### config.mk
export PLATFORM = sky130hd
export DESIGN_NAME = pulse_sequencer
export DESIGN_NICKNAME = d
export VERILOG_FILES = /design/src/rtl/pulse_seq_pkg.sv /design/src/rtl/pulse_sequencer_channel.sv /design/src/rtl/pulse_sequencer.sv
export SDC_FILE = /design/constraint.sdc
export NUM_CORES = 1
export LEC_CHECK = 0
export CAP_MARGIN = 15
export CORE_MARGIN = 10
export CORE_UTILIZATION = 68
export DETAILED_ROUTE_END_ITERATION = 16
export PLACE_DENSITY = 0.93
export SYNTH_ARGS = -nofsm -noshare
export SYNTH_HDL_FRONTEND = slang
export SYNTH_SLANG_ARGS = --single-unit
### constraint.sdc
create_clock -name clk -period 7.39 [get_ports clk]
set_clock_uncertainty 0.1 [all_clocks]
set_input_delay 0.739 -clock clk [delete_from_list [all_inputs] [get_ports clk]]
set_output_delay 0.739 -clock clk [all_outputs]
set_load 0.01 [all_outputs]
### src/rtl/pulse_seq_pkg.sv
`default_nettype none
// ============================================================================
//  Module      : pulse_seq_pkg
//  Description : Shared constants for the pulse sequencer: register map,
//                mode encodings, control bit positions and FSM states.
//  Revision    : 1.0 - initial release
// ============================================================================
package pulse_seq_pkg;

  // Register map
  localparam int ADDR_PERIOD  = 0;
  localparam int ADDR_CTRL    = 1;
  localparam int ADDR_CH_BASE = 2;

  // Control register bit positions
  localparam int CTRL_EN_BIT   = 0;
  localparam int CTRL_MODE_LSB = 1;
  localparam int CTRL_MODE_MSB = 2;
  localparam int CTRL_ARM_BIT  = 3;

  // Run modes; the reserved code behaves as continuous
  localparam logic [1:0] MODE_CONT    = 2'd0;
  localparam logic [1:0] MODE_ONESHOT = 2'd1;
  localparam logic [1:0] MODE_TRIG    = 2'd2;
  localparam logic [1:0] MODE_RSVD    = 2'd3;

  // Sequencer state
  typedef enum logic [0:0] {
    ST_IDLE = 1'b0,
    ST_RUN  = 1'b1
  } state_t;

endpackage : pulse_seq_pkg
`default_nettype wire

### src/rtl/pulse_sequencer_channel.sv
`default_nettype none
// ============================================================================
//  Module      : pulse_channel
//  Description : One sequencer output. Holds shadow and active start/width,
//                compares the frame count against [start, start+width) and
//                registers the result.
//  Revision    : 1.0 - initial release
// ============================================================================
module pulse_channel
  import pulse_seq_pkg::*;
#(
  parameter int CNT_W = 21
) (
  input  logic             clk,
  input  logic             reset_n,
  input  logic             start_we,
  input  logic             width_we,
  input  logic [CNT_W-1:0] wdata,
  input  logic             load,
  input  logic             run,
  input  logic [CNT_W-1:0] count,
  output logic             pulse
);

  logic [CNT_W-1:0] start_sh_q, start_sh_d;
  logic [CNT_W-1:0] width_sh_q, width_sh_d;
  logic [CNT_W-1:0] start_act_q, start_act_d;
  logic [CNT_W-1:0] width_act_q, width_act_d;
  logic             pulse_q, pulse_d;
  logic [CNT_W:0]   stop;
  logic             in_window;

  // Shadow capture, active load and window compare (sum kept one bit wider)
  always_comb begin
    start_sh_d  = start_we ? wdata : start_sh_q;
    width_sh_d  = width_we ? wdata : width_sh_q;
    start_act_d = load ? start_sh_q : start_act_q;
    width_act_d = load ? width_sh_q : width_act_q;
    stop        = {1'b0, start_act_q} + {1'b0, width_act_q};
    in_window   = ({1'b0, count} >= {1'b0, start_act_q}) && ({1'b0, count} < stop);
    pulse_d     = run && in_window;
  end

  // Channel registers
  always_ff @(posedge clk or negedge reset_n) begin
    if (!reset_n) begin
      start_sh_q  <= '0;
      width_sh_q  <= '0;
      start_act_q <= '0;
      width_act_q <= '0;
      pulse_q     <= 1'b0;
    end else begin
      start_sh_q  <= start_sh_d;
      width_sh_q  <= width_sh_d;
      start_act_q <= start_act_d;
      width_act_q <= width_act_d;
      pulse_q     <= pulse_d;
    end
  end

  assign pulse = pulse_q;

endmodule : pulse_channel
`default_nettype wire

### src/rtl/pulse_sequencer.sv
`default_nettype none
// ============================================================================
//  Module      : pulse_sequencer
//  Description : Multi-channel pulse sequencer. A frame counter runs over a
//                programmable period; each channel fires one pulse per frame
//                at its own offset. Continuous, one-shot and trigger modes.
//  Revision    : 1.0 - initial release
// ============================================================================
module pulse_sequencer
  import pulse_seq_pkg::*;
#(
  parameter int N_CH           = 5,
  parameter int CNT_W          = 21,
  parameter int DEFAULT_PERIOD = 800000,
  parameter int ADDR_W         = 6
) (
  input  logic              clk,
  input  logic              reset_n,
  input  logic              cfg_we,
  input  logic [ADDR_W-1:0] cfg_addr,
  input  logic [CNT_W-1:0]  cfg_wdata,
  input  logic              trig,
  output logic [N_CH-1:0]   ch_out,
  output logic              frame_strobe,
  output logic              busy,
  output logic [CNT_W-1:0]  count
);

  state_t           state_q, state_d;
  logic [CNT_W-1:0] count_q, count_d;
  logic [CNT_W-1:0] period_sh_q, period_sh_d;
  logic [CNT_W-1:0] period_act_q, period_act_d;
  logic             en_q, en_d;
  logic [1:0]       mode_q, mode_d;
  logic             strobe_q, strobe_d;
  logic             trig_s1_q, trig_s2_q, trig_s3_q;

  logic             ctrl_we;
  logic             period_we;
  logic             arm_now;
  logic [1:0]       mode_eff;
  logic             trig_rise;
  logic             frame_end;
  logic             load;
  logic             ch_run;

  // Trigger edge: two sync stages then compare against one more delayed copy
  always_ff @(posedge clk or negedge reset_n) begin
    if (!reset_n) begin
      trig_s1_q <= 1'b0;
      trig_s2_q <= 1'b0;
      trig_s3_q <= 1'b0;
    end else begin
      trig_s1_q <= trig;
      trig_s2_q <= trig_s1_q;
      trig_s3_q <= trig_s2_q;
    end
  end

  assign trig_rise = trig_s2_q & ~trig_s3_q;

  // Config decode and shadow/active period; control decisions use the value being written
  always_comb begin
    ctrl_we      = cfg_we && (cfg_addr == ADDR_W'(ADDR_CTRL));
    period_we    = cfg_we && (cfg_addr == ADDR_W'(ADDR_PERIOD));
    en_d         = ctrl_we ? cfg_wdata[CTRL_EN_BIT] : en_q;
    mode_d       = ctrl_we ? cfg_wdata[CTRL_MODE_MSB:CTRL_MODE_LSB] : mode_q;
    arm_now      = ctrl_we && cfg_wdata[CTRL_ARM_BIT];
    mode_eff     = (mode_d == MODE_RSVD) ? MODE_CONT : mode_d;
    period_sh_d  = period_sh_q;
    if (period_we) begin
      period_sh_d = (cfg_wdata < CNT_W'(2)) ? CNT_W'(2) : cfg_wdata;
    end
    frame_end    = (state_q == ST_RUN) && (count_q == (period_act_q - CNT_W'(1)));
    load         = (state_q == ST_IDLE) || frame_end;
    period_act_d = load ? period_sh_q : period_act_q;
    ch_run       = (state_q == ST_RUN) && en_d;
  end

  // Next state and frame counter
  always_comb begin
    state_d = state_q;
    count_d = count_q;
    case (state_q)
      ST_IDLE: begin
        count_d = '0;
        if (en_d) begin
          case (mode_eff)
            MODE_CONT:    state_d = ST_RUN;
            MODE_ONESHOT: if (arm_now)   state_d = ST_RUN;
            MODE_TRIG:    if (trig_rise) state_d = ST_RUN;
            default:      state_d = ST_IDLE;
          endcase
        end
      end
      ST_RUN: begin
        if (!en_d) begin
          state_d = ST_IDLE;
          count_d = '0;
        end else if (frame_end) begin
          count_d = '0;
          if (mode_eff != MODE_CONT) begin
            state_d = ST_IDLE;
          end
        end else begin
          count_d = count_q + CNT_W'(1);
        end
      end
      default: begin
        state_d = ST_IDLE;
        count_d = '0;
      end
    endcase
    strobe_d = (state_d == ST_RUN) && (count_d == '0);
  end

  // Sequencer state, counter, control and period registers
  always_ff @(posedge clk or negedge reset_n) begin
    if (!reset_n) begin
      state_q      <= ST_IDLE;
      count_q      <= '0;
      strobe_q     <= 1'b0;
      en_q         <= 1'b0;
      mode_q       <= MODE_CONT;
      period_sh_q  <= CNT_W'(DEFAULT_PERIOD);
      period_act_q <= CNT_W'(DEFAULT_PERIOD);
    end else begin
      state_q      <= state_d;
      count_q      <= count_d;
      strobe_q     <= strobe_d;
      en_q         <= en_d;
      mode_q       <= mode_d;
      period_sh_q  <= period_sh_d;
      period_act_q <= period_act_d;
    end
  end

  generate
    for (genvar i = 0; i < N_CH; i++) begin : g_ch
      localparam int c_start_addr = ADDR_CH_BASE + 2 * i;
      logic start_we;
      logic width_we;

      assign start_we = cfg_we && (cfg_addr == ADDR_W'(c_start_addr));
      assign width_we = cfg_we && (cfg_addr == ADDR_W'(c_start_addr + 1));

      pulse_channel #(
        .CNT_W (CNT_W)
      ) u_channel (
        .clk      (clk),
        .reset_n  (reset_n),
        .start_we (start_we),
        .width_we (width_we),
        .wdata    (cfg_wdata),
        .load     (load),
        .run      (ch_run),
        .count    (count_q),
        .pulse    (ch_out[i])
      );
    end
  endgenerate

  assign frame_strobe = strobe_q;
  assign busy         = (state_q == ST_RUN);
  assign count        = count_q;

endmodule : pulse_sequencer
`default_nettype wire

==> metrics.txt, run 1 <==
outcome=finished, final reports clean; clock power share=around 33%; routed wire length per instance=between 20 and 25 um; initial antenna violation count=2; sequential element share of the synthesized area=43.5%; share of total power in combinational logic=between 20% and 30%; Total Routing Usage GR=29.4%; YS warnings=0; Setup violations, final=0; crit path launch=period_act_q[0]; Placement Cell Area=a little under 30000 um^2; CP startpoint kind=flip-flop; post-synthesis mux area share=13.9%; Num Clock Sinks=496; Syn Nets=approximately 3000; met1 WL=approximately 28 mm; sequential share of power=41.1%; R2R Path Start=period_act_q[0]; Syn Area/Cell=between 10 and 15 um^2; top cells by area, synth=dfrtp_1 42%, ha_1 14%, mux2_2 10%, o21ai_0 3.4%, mux2_1 3.2%; crit-path max FO=67; Synth top area share=between 40 and 50%; largest family of logic cells by synthesized area=adder cells; Bufs on Longest Clock Path=3; setup bufs post-CTS=0; Crit Path Class=flip-flop to flip-flop; Placed Cells=approximately 3200; TritonCTS clock tree=yes; GRT overflow=0; vias in the first global route=between 20000 and 25000; I/O Pins=59; top-count cell post-synth=dfrtp_1; top sig layer=met5; clk root buf=clkbuf_16; Routed met3 length=~5.3 mm; Final Util=75.5%; H-tree levels=2; drt drc=0; Area Overhead vs Synth=10.3%; CTS Buf Count=just over 50; Post-synth EDFFs=0; post-synthesis cell type count=a little over 70; Hold Vio Cnt, Final=0; Starting Density=between 60 and 70%; Leakage Power=between 15 and 20 nW; Setup crit end kind=flip-flop; routed via count=21200; router iterations before antenna repair=6; first-pass GRT wire length=~120 mm; vias per inst=between 6 and 7; top cells by count, synth=484 x dfrtp_1, 315 x ha_1, 266 x mux2_2; crit path capture=g_ch[3].u_channel.width_act_q[20]; Clock Latency Late Sink=between 0.6 and 0.7 ns; total wire length=between 70 and 80 mm; MaxCap Viol Count=0; Pwr Density=roughly 260 nW/um^2; die width=between 200 and 250 um; final period utilization=63.5%; FILL cells=approximately 2600; Critical Path AT=5.08 ns; hold crit path type=input port to asynchronous set/reset pin; RSZ-0062 raised after global routing=no; Nets=between 3000 and 4000; internal power=5.64 mW; simple-gate share of the synthesized area=roughly 8.9%; die height=~230 um; Layout Cells excl Fill=3252; Switch Pwr=around 2.6 mW; r2r setup slk=around 2.7 ns; complex-gate fraction of the synthesized area=about 12%; xor and xnor area share after synthesis=4.13%; Reg clk slew, reported paths=~0.06 ns; reg2reg end=g_ch[3].u_channel.width_act_q[20]; core area=about 42000 um^2; Top FF cell, synth=dfrtp_1; Synth Instances=2610; final instance area=approximately 32000 um^2; #FFs+latches synth=496; post-CTS resize count=0; Placement Rows=75; # port buffers=slightly below 60; DRT iter0 DRCs=around 1500; worst rel slew slack=between 20% and 30%; DR WL met2=36.3 mm; Tightest Pin Transition=approximately 1.1 ns; Max rail drop VDD=0.328 mV; Synth Area in Adders=approximately 14%; Tmin final=4.69 ns; ANT nets after route=0; ys async rst share=100%; fraction of layout cells with a size suffix above 1=16.3%; Hold-fix buffers, CTS=0; area leader, netlist=dfrtp_1; area of the mapped netlist=28600 um^2; fin. max-slew vios=0; largest net degree at the start of global routing=173; worst reg2reg path depth=11; TNS Setup=0 ns; switching share of power=approximately a third; GP Congestion=about 0.95; Fmax=0.213 GHz; detailed placer's ending HPWL=~51 mm; area of the die=about 51000 um^2; Worst EP required=~8 ns
==> critical path, stage by stage (launching register included) <==
cell     delay, ns
dfrtp_1       0.41
inv_1         0.09
ha_1          0.20
or3b_2        0.51
or4_1         0.65
nor2_1        0.16
mux2i_1       0.09
o22a_1        0.23
nor4_2        0.34
a31o_4        0.78
buf_4         0.59
mux2_2        0.40
==> sequential cells by signal, summed over array words and instances (netlist names) <==
register	flops
period_act_q	21
en_q	1
count	21
g_ch.u_channel.width_sh_q	105
frame_strobe	1
trig_s2_q	1
g_ch.u_channel.pulse	5
g_ch.u_channel.start_sh_q	105
g_ch.u_channel.start_act_q	105
mode_q	2
trig_s1_q	1
busy	1
period_sh_q	21
g_ch.u_channel.width_act_q	105
trig_s3_q	1
==> cells by family after synthesis <==
| kind of cell | Yosys count |
|---|---|
| DFF | 496 |
| xor gates and xnor gates | 135 |
| AOI/OAI and AO/OA | 535 |
| muxes | 354 |
| and+or+nand+nor | 521 |
| buffers and inverters | 249 |
| adders and majority gates | 320 |
==> stage by stage <==
step / power [mW] / hold WS, ns / setup slack [ns]
floorplan: 4.89 / 0.231 / 3.62
global placement: 5.31 / 0.239 / 2.87
detailed placement: 5.49 / 0.238 / 2.72
CTS: 8.22 / 0.0655 / 2.71
global route: 8.62 / 0.0951 / 2.45
finish: 8.22 / 0.0252 / 2.70
==> cells in the final DEF, fill, tap and decap left out, types with 10 or more instances in the layout <==
cell	count
a211oi_1	12
a21o_1	68
a21oi_1	121
a31oi_1	11
and3_1	10
and4_1	10
buf_4	48
clkbuf_1	10
clkbuf_16	51
clkbuf_8	14
clkdlybuf4s50_1	57
dfrtp_1	484
dfstp_2	12
ha_1	315
inv_1	146
mux2_1	82
mux2_2	266
nand2_1	181
nand2b_1	30
nand3_1	31
nand4_1	33
nor2_1	101
nor2b_1	31
nor3_1	30
nor4_1	14
o211ai_1	12
o21a_1	27
o21ai_0	192
o31ai_1	11
or3_1	12
xnor2_1	57
xor2_1	78
==> power groups by stage <==
| stage | sequential [mW] | combinational (mW) | clock [mW] |
|---|---|---|---|
| after floorplan | 3.32 | 1.57 | 0 |
| after global placement | 3.38 | 1.94 | 0 |
| after detailed placement | 3.41 | 2.08 | 0 |
| after CTS | 3.37 | 2.13 | 2.72 |
| after global routing | 3.42 | 2.38 | 2.83 |
| final | 3.38 | 2.15 | 2.70 |
==> routing by layer <==
layer,vias to the layer above,track usage (%)
li1,9447,-
met5,-,0
met1,10600,34.3
met2,902,50.3
met4,2,17.3
met3,288,4.97
==> final cells by class <==
type / instances / area, um^2 / area share [%]
multi-input combinational: 1865 / 15100 / 47.8
sequential: 496 / 12400 / 39.4
clock buffer: 75 / 1510 / 4.78
timing repair buffer: 111 / 1040 / 3.30
tap: 539 / 674 / 2.14
inverter: 146 / 548 / 1.74
clock inverter: 19 / 248 / 0.786
antenna: 1 / 2.50 / 0.00793
==> worst min path at each step <==
stage,from,end,cells past startpoint
6_report,reset_n,g_ch[1].u_channel.width_sh_q[4],1
5_1_grt,reset_n,g_ch[1].u_channel.width_sh_q[4],1
4_1_cts,reset_n,g_ch[1].u_channel.width_sh_q[1],1
3_5_place_dp,trig_s1_q,trig_s2_q,0
3_3_place_gp,trig_s1_q,trig_s2_q,0
2_1_floorplan,trig_s1_q,trig_s2_q,0
(Power assumes the default switching activity.)
==> run 2, diff against run 1 <==
--- a/config.mk
+++ b/config.mk
@@ -7,9 +7,9 @@
 export LEC_CHECK = 0
 export CAP_MARGIN = 15
 export CORE_MARGIN = 10
-export CORE_UTILIZATION = 68
+export CORE_UTILIZATION = 63
 export DETAILED_ROUTE_END_ITERATION = 16
-export PLACE_DENSITY = 0.93
+export PLACE_DENSITY = 0.88
 export SYNTH_ARGS = -nofsm -noshare
 export SYNTH_HDL_FRONTEND = slang
 export SYNTH_SLANG_ARGS = --single-unit
==> constraint.sdc (replaced) <==
create_clock -name clk -period 4.5 [get_ports clk]
set_clock_uncertainty 0.1 [all_clocks]
set_input_delay 0.45 -clock clk [delete_from_list [all_inputs] [get_ports clk]]
set_output_delay 0.45 -clock clk [all_outputs]
set_load 0.01 [all_outputs]
==> run 2 against run 1 <==
Effect of this change:
- the flow now finishes with violations (setup timing)
- sequential power up 64%
- utilization fell by 4.9 points
- count of clock-buffer cells in the layout did not move
- die area is 7.2% higher
- global-route usage shrank 2.2 points
- via count decreased by 0.86%
- critical path depth grew 9
- power grew 63%
==> metrics.txt, run 2 (synthesized netlist as in run 1, its figures left out) <==
fin. max-slew vios=0 (unchanged); drt drc=0 (unchanged); sequential share of power=41.3% (was 41.1%); hold path startpoint=trig; share of total power in combinational logic=26.4% (was 26.1%); commonest non-fill, non-tap cell in the layout=dfrtp_1 (unchanged); Area Overhead vs Synth=11.4% (was 10.3%); Pwr Density=421 nW/um^2 (was 261 nW/um^2); R2R Path Start=g_ch[2].u_channel.start_act_q[0] (was period_act_q[0]); outcome=finished, violations left (was finished, final reports clean); multi-input logic area=15100 um^2 (about the same); Setup WS pre-CTS=0.0604 ns (was 2.72 ns); clk root buf=clkbuf_16 (unchanged); Reg clk slew, reported paths=0.06 ns (about the same); layer with the highest usage=met2 (unchanged); RSZ-0062 raised after global routing=yes (was no); total chip power=13.4 mW (was 8.22 mW); final period utilization=101% (was 63.5%); met2 usage=46.9% (was 50.3%); Setup crit end kind=flip-flop (unchanged); FILL cells=3050 (was 2567); crit path launch=g_ch[2].u_channel.start_act_q[0] (was period_act_q[0]); Reg area=12400 um^2 (unchanged); global-route met3 utilization=4.27% (was 4.97%); Tmin final=4.54 ns (was 4.69 ns); Fmax=0.220 GHz (was 0.213 GHz); Leakage Power=15.8 nW (was 15.6 nW); routed wire length per instance=22.0 um (was 22.8 um); Max rail drop VDD=0.342 mV (was 0.328 mV); worst rel slew slack=20.6% (was 24.7%); Starting Density=63.4% (was 68.5%); Tightest Pin Transition=1.19 ns (was 1.13 ns); CTS Buf Count=51 (unchanged); failing checks=setup timing; Setup violations, final=1 (was 0); routed via count=21000 (was 21200); area of the die=54300 um^2 (was 50700 um^2); Hold Vio Cnt, Final=0 (unchanged); ANT nets after route=0 (unchanged); Nets=3044 (was 3022); Placement Cell Area=30000 um^2 (was 29800 um^2); Crit Path Class=flip-flop to flip-flop (unchanged); fraction of layout cells with a size suffix above 1=17.2% (was 16.3%); Clock Latency Late Sink=0.60 ns (was 0.62 ns); Final WS setup=-0.0395 ns (was 2.70 ns); die width=233 um (was 225 um); I/O Pins=59 (unchanged); switching share of power=31.2% (was 31.4%); commonest non-fill, non-tap cells in the layout=484 x dfrtp_1, 315 x ha_1, 266 x mux2_2, 191 x o21ai_0, 181 x nand2_1 (was 484 x dfrtp_1, 315 x ha_1, 266 x mux2_2, 192 x o21ai_0, 181 x nand2_1); final instance area=31800 um^2 (was 31500 um^2); Num Clock Sinks=496 (unchanged); TritonCTS clock tree=yes (unchanged); MaxCap Viol Count=0 (unchanged); GRT overflow=0 (unchanged); H-tree levels=2 (unchanged); Bufs on Longest Clock Path=3 (unchanged); DRT iter0 DRCs=1549 (was 1528); largest net degree at the start of global routing=120 (was 173); vias per inst=6.31 (was 6.52); Critical Path AT=4.94 ns (was 5.08 ns); # port buffers=58 (unchanged); router iterations before antenna repair=5 (was 6); Total Routing Usage GR=27.2% (was 29.4%); Layout Cells excl Fill=3334 (was 3252); hold crit path type=input port to flip-flop (was input port to asynchronous set/reset pin); total wire length=73.4 mm (was 74.0 mm); Switch Pwr=4.19 mW (was 2.58 mW); Placed Cells=3235 (was 3156); detailed placer's ending HPWL=50.8 mm (was 50.5 mm); CP startpoint kind=flip-flop (unchanged); initial antenna violation count=2 (unchanged); antenna cells=0 (was 1); internal power=9.23 mW (was 5.64 mW); Final Util=70.6% (was 75.5%); die height=233 um (was 225 um); GP Congestion=0.957 (was 0.947); crit-path max FO=3 (was 67); clock power share=32.3% (was 32.8%); vias in the first global route=22400 (was 22700); grt met1 use=32.5% (was 34.3%); Placement Rows=78 (was 75); first-pass GRT wire length=118 mm (about the same); core area=45100 um^2 (was 41800 um^2); Worst EP required=4.91 ns (was 7.78 ns)
==> run 2: routing by layer <==
layer  up-vias  routed length [um]
met5         -                  13
met4         2                3610
met3       238                4610
met2       777               36300
met1     10500               28900
li1       9485                   -
==> run 2: layout make-up <==
type	count	share of cell area, %
multi-input cells	1865	47.5
inverters	146	1.72
clock inverters	19	0.648
clock buffers	75	4.73
well taps	600	2.36
flip-flops and latches	496	39.0
repair buffers	133	4.03
==> run 2: per-stage QoR <==
stage / hold slack [ns] / setup TNS, ns
after floorplan: 0.0544 / 0
after global placement: 0.237 / 0
after detailed placement: 0.248 / 0
after CTS: 0.168 / 0
after global routing: 0.173 / -0.315
final: 0.195 / -0.0395
==> run 2: power groups by stage <==
stage	clock network, mW	registers, mW	logic (mW)
floorplan	0	5.45	2.58
global placement	0	5.54	3.22
detailed placement	0	5.60	3.44
CTS	4.38	5.53	3.50
global route	4.57	5.61	3.95
finish	4.34	5.54	3.55
==> run 2: worst paths after layout <==
kind,endpoint,slack (ns),cells after the start
setup / recovery,g_ch[2].u_channel.pulse,-0.04,20
hold / removal,trig_s1_q,0.19,1
setup reg to reg,g_ch[2].u_channel.pulse,-0.04,20
hold reg to reg,trig_s2_q,0.26,0
max in group asynchronous,g_ch[4].u_channel.width_sh_q[18],2.87,3
min in group asynchronous,g_ch[1].u_channel.width_act_q[5],0.33,2
==> run 2: critical path: stages (launching register included) <==
cell	delay (ns)
dfrtp_1	0.40
ha_1	0.22
inv_1	0.07
fa_1	0.21
nor2b_1	0.08
o211ai_1	0.23
a21boi_2	0.12
o211ai_1	0.52
a21oi_2	0.15
nor3b_2	0.35
o21ai_0	0.13
a21oi_1	0.29
xor2_1	0.21
ha_1	0.27
a21oi_1	0.13
nor2b_1	0.06
o21ai_0	0.22
nand2b_1	0.09
a211oi_1	0.26
o21ai_0	0.12
a31oi_1	0.21
==> run 2: timing repair <==
item	4_1_cts	5_1_grt
hold endpoints to repair	75	0
buffers inserted	0	3
setup endpoints to repair	0	4
hold buffers	1	0
resized for setup	0	14
